**src/rtl/cycle_timeout_counter.sv**
```systemverilog
// Saturating 32-bit cycle counter with synchronous clear, enable and a
// terminal flag raised when the count sits one below TIMEOUT (0 disables it).
module cycle_timeout_counter #(
  parameter int unsigned TIMEOUT = 100000
) (
  input  logic        clk,
  input  logic        rst_n,
  input  logic        i_clr,
  input  logic        i_en,
  output logic [31:0] o_count,
  output logic        o_terminal
);
  logic [31:0] r_count;

  always_ff @(posedge clk or negedge rst_n) begin
    if (!rst_n)                       r_count <= '0;
    else if (i_clr)                   r_count <= '0;
    else if (i_en && r_count != '1)   r_count <= r_count + 32'd1;
  end

  generate
    if (TIMEOUT == 0) begin : g_no_to
      assign o_terminal = 1'b0;
    end else begin : g_to
      assign o_terminal = (r_count == 32'(TIMEOUT - 1));
    end
  endgenerate

  assign o_count = r_count;
endmodule

```
**config.mk**
```make
export PLATFORM = sky130hd
export DESIGN_NAME = cycle_timeout_counter
export DESIGN_NICKNAME = d
export VERILOG_FILES = /design/src/rtl/cycle_timeout_counter.sv
export SDC_FILE = /design/constraint.sdc
export NUM_CORES = 1
export LEC_CHECK = 0
export CORE_UTILIZATION = 55
export CTS_CLUSTER_SIZE = 30
export DETAILED_ROUTE_END_ITERATION = 8
export HOLD_SLACK_MARGIN = 0.02
export PLACE_DENSITY_LB_ADDON = 0.2
export SETUP_SLACK_MARGIN = 0.2
export SYNTH_ARGS = -nofsm -noshare
export SYNTH_HDL_FRONTEND = slang
export SYNTH_SLANG_ARGS = --single-unit
```
**constraint.sdc**
```tcl
create_clock -name clk -period 7.6 [get_ports clk]
set_clock_uncertainty 0.05 [all_clocks]
set_input_delay 0.76 -clock clk [delete_from_list [all_inputs] [get_ports clk]]
set_output_delay 0.76 -clock clk [all_outputs]
set_load 0.01 [all_outputs]
```
==> summary.md <==
| Metric | Value |
|---|---|
| Reg clk slew, reported paths | `90 ps` |
| Hold_sp | `o_count[17]$_DFFE_PN0P_` |
| Slew headroom | `0.162` |
| Via/cell ratio | `6.34` |
| CP Class | `reg -> reg` |
| Overall routing resource usage | `0.282` |
| Worst Setup SP | `o_count[20]$_DFFE_PN0P_` |
| Core area | `3150 um2` |
| FF-to-FF setup slack | `4560 ps` |
| Setup TNS | `0 ps` |
| Pleak | `roughly 0.87 nW` |
| Worst setup EP type | `register` |
| Routability-driven placement congestion ratio | `0.888` |
| Seq cells post-synth | `32` |
| Hold Crit Depth | `2` |
| End of the worst hold path | `o_count[17]$_DFFE_PN0P_` |
| Drt wl/cell | `15.6 um` |
| Synthesized cell area | `1900 um2` |
| Worst setup margin | `4560 ps` |
| Primary FF master, synth | `dfrtp_1` |
| Post-synth ARST share | `1.00` |
| Die height | `between 60 and 70 um` |
| Die X | `60.7 um` |
| Largest net degree at the start of global routing | `36` |
| CTS Buf Count | `5` |
| Post-synth cell types | `40` |
| Worst-case reg-to-reg path depth | `5` |
| IO Pins | `37` |
| Synth Area per Inst | `roughly 9 um2` |
| Worst-Margin Slew | `1250 ps` |
| First-pass GRT wire length | `7670 um` |
| Seq/Total Area, Yosys | `0.422` |
| CP Launch Type | `register` |
| Status | `complete, no violations` |
| Worst vdd ir | `~110 uV` |
| Most frequent cell after synthesis | `dfrtp_1` |
| Drt total wl | `4600 um` |
| 1st-iter DRT viols | `133` |
| Reg2reg start | `o_count[20]$_DFFE_PN0P_` |
| Clock Sinks | `32` |
| TritonRoute pass-1 iters | `4` |
| Min Clock Period, post-route | `between 3000 and 4000 ps` |
| Critical Path RT | `7800 ps` |
| Synthesized netlist net count | `between 200 and 250` |
| Vias | `1865` |
| Die ar. | `3690 um2` |
| Top cell type's share of synthesized area | `0.422` |
| Longest Clk Path Bufs | `2` |
| Worst-skew pair later-pin latency | `330 ps` |
| Crit share post-route | `0.400` |
| Initial antenna violation count | `0` |
| Arrival @ worst endpoint | `3240 ps` |
| Final Hold Fails | `0` |
| Pre-CTS setup slack | `~4600 ps` |
| Root Buffer | `clkbuf_4` |
| Antenna fix cells | `0` |
| CTS tree | `yes` |
| Starting density of the core | `0.601` |
| Max-cap violations | `0` |
| Area Overhead vs Synth | `23.8%` |
| DRC viols | `0` |
| Vias in the first global route | `approximately 1700` |
| IO Port Bufs | `36` |
| Critical path fanouts, max | `31` |
| Post-Syn Instances | `214` |
| Area contributors post-synth | `dfrtp_1 (42%), a21oi_1 (6.6%), or3_1 (5.0%), nand3_1 (4.0%), o21ai_0 (3.7%)` |
| Largest register FFs | `32` |
| Synth Warn # | `0` |
| Post-synth EDFFs | `0` |
| # rows | `20` |
| Synth cell count leaders | `dfrtp_1 (32), a21oi_1 (25), nand2_1 (16)` |
| Post-synth top area cell | `dfrtp_1` |
| PwrDens | `124 nW/um2` |
| HPWL Detailed | `3220 um` |
| Layout cell share with drive strength beyond 1 | `0.0640` |
| Unrepaired setup endpoints after global routing | `no` |
| H-tree depth | `2` |
| Maximum clock frequency | `around 330 MHz` |
| Hold crit path type | `reg -> reg` |
| Total grt overflow | `0` |
| FF-to-FF End | `o_count[4]$_DFFE_PN0P_` |
| Antenna viol nets, final | `0` |
| Resized Gates After CTS | `0` |
| Final Max Tran Viols | `0` |
| CTS Hold Buffers Added | `0` |
| Post-CTS Repair Setup Buffers | `0` |
| Total Nets Final | `254` |
| Final setup fails | `0` |
[metrics by stage]
stage | hold slack (ps) | cells | util | total power [mW] | area (um2)
6_report | 543 | 294 | 0.744 | 0.290 | 2350
5_1_grt | 571 | 294 | 0.744 | 0.302 | 2350
4_1_cts | 540 | 294 | 0.744 | 0.292 | 2350
3_5_place_dp | 528 | 286 | 0.725 | 0.193 | 2290
3_3_place_gp | 514 | 286 | 0.725 | 0.193 | 2290
2_1_floorplan | 414 | 214 | - | 0.183 | 1900
[layout by cell type, fill, tap and decap left out, types with 3 or more instances in the layout]
cell type,n
inv_1,3
clkbuf_4,5
or4_1,6
nand4_1,7
nand3_1,15
and4_1,4
and3_1,5
nand2_1,16
nor4_1,7
nor2_1,14
a21oi_1,25
or3_1,15
nor2b_1,3
dfrtp_1,32
clkdlybuf4s50_1,36
nor3_1,5
o31ai_1,7
o21ai_0,14
and2_1,3
[critical path, stage by stage (launching register included)]
cell,delay [ps]
dfrtp_1,470
nand4_1,230
or4b_1,740
nor4_4,990
o21ai_0,260
a21oi_1,200
[kinds of logic after synthesis]
logic type	share of synthesized area
buffers and inverters	0.0310
xor gates and xnor gates	0.00924
muxes	0.0231
adders and majority gates	0.00660
DFF	0.422
AOI/OAI and AO/OA	0.171
and+or+nand+nor	0.337
[cell type report]
class / instances / area [um2]
sequential: 32 / 801
fill: 270 / 807
tap: 44 / 55.1
timing repair buffer: 38 / 375
multi-input combinational: 169 / 1040
clock buffer: 8 / 58.8
inverter: 3 / 11.3
[power by group]
part	switching [mW]	internal, mW	total, mW
Clock	0.0552	0.0456	0.101
Combinational	0.00986	0.00600	0.0159
Sequential	0.00204	0.171	0.173
Total	0.0671	0.223	0.290
[layer usage]
| metal | global-route usage | vias to the layer above | part of all wire |
|---|---|---|---|
| met5 | 0 | - | 0 |
| li1 | - | 888 | - |
| met1 | 0.359 | 912 | 0.45 |
| met4 | 0.123 | 0 | 0.018 |
| met2 | 0.471 | 56 | 0.49 |
| met3 | 0.0512 | 9 | 0.040 |
[how the worst max path moves through the flow]
stage                                         end  slack [ps]
final                      o_count[4]$_DFFE_PN0P_        4560
after global routing       o_count[4]$_DFFE_PN0P_        4310
after CTS                  o_count[4]$_DFFE_PN0P_        4580
after detailed placement  o_count[31]$_DFFE_PN0P_        4610
after global placement    o_count[31]$_DFFE_PN0P_        4640
after floorplan           o_count[26]$_DFFE_PN0P_        5070
Note: power is estimated with default switching activity, not from simulation.
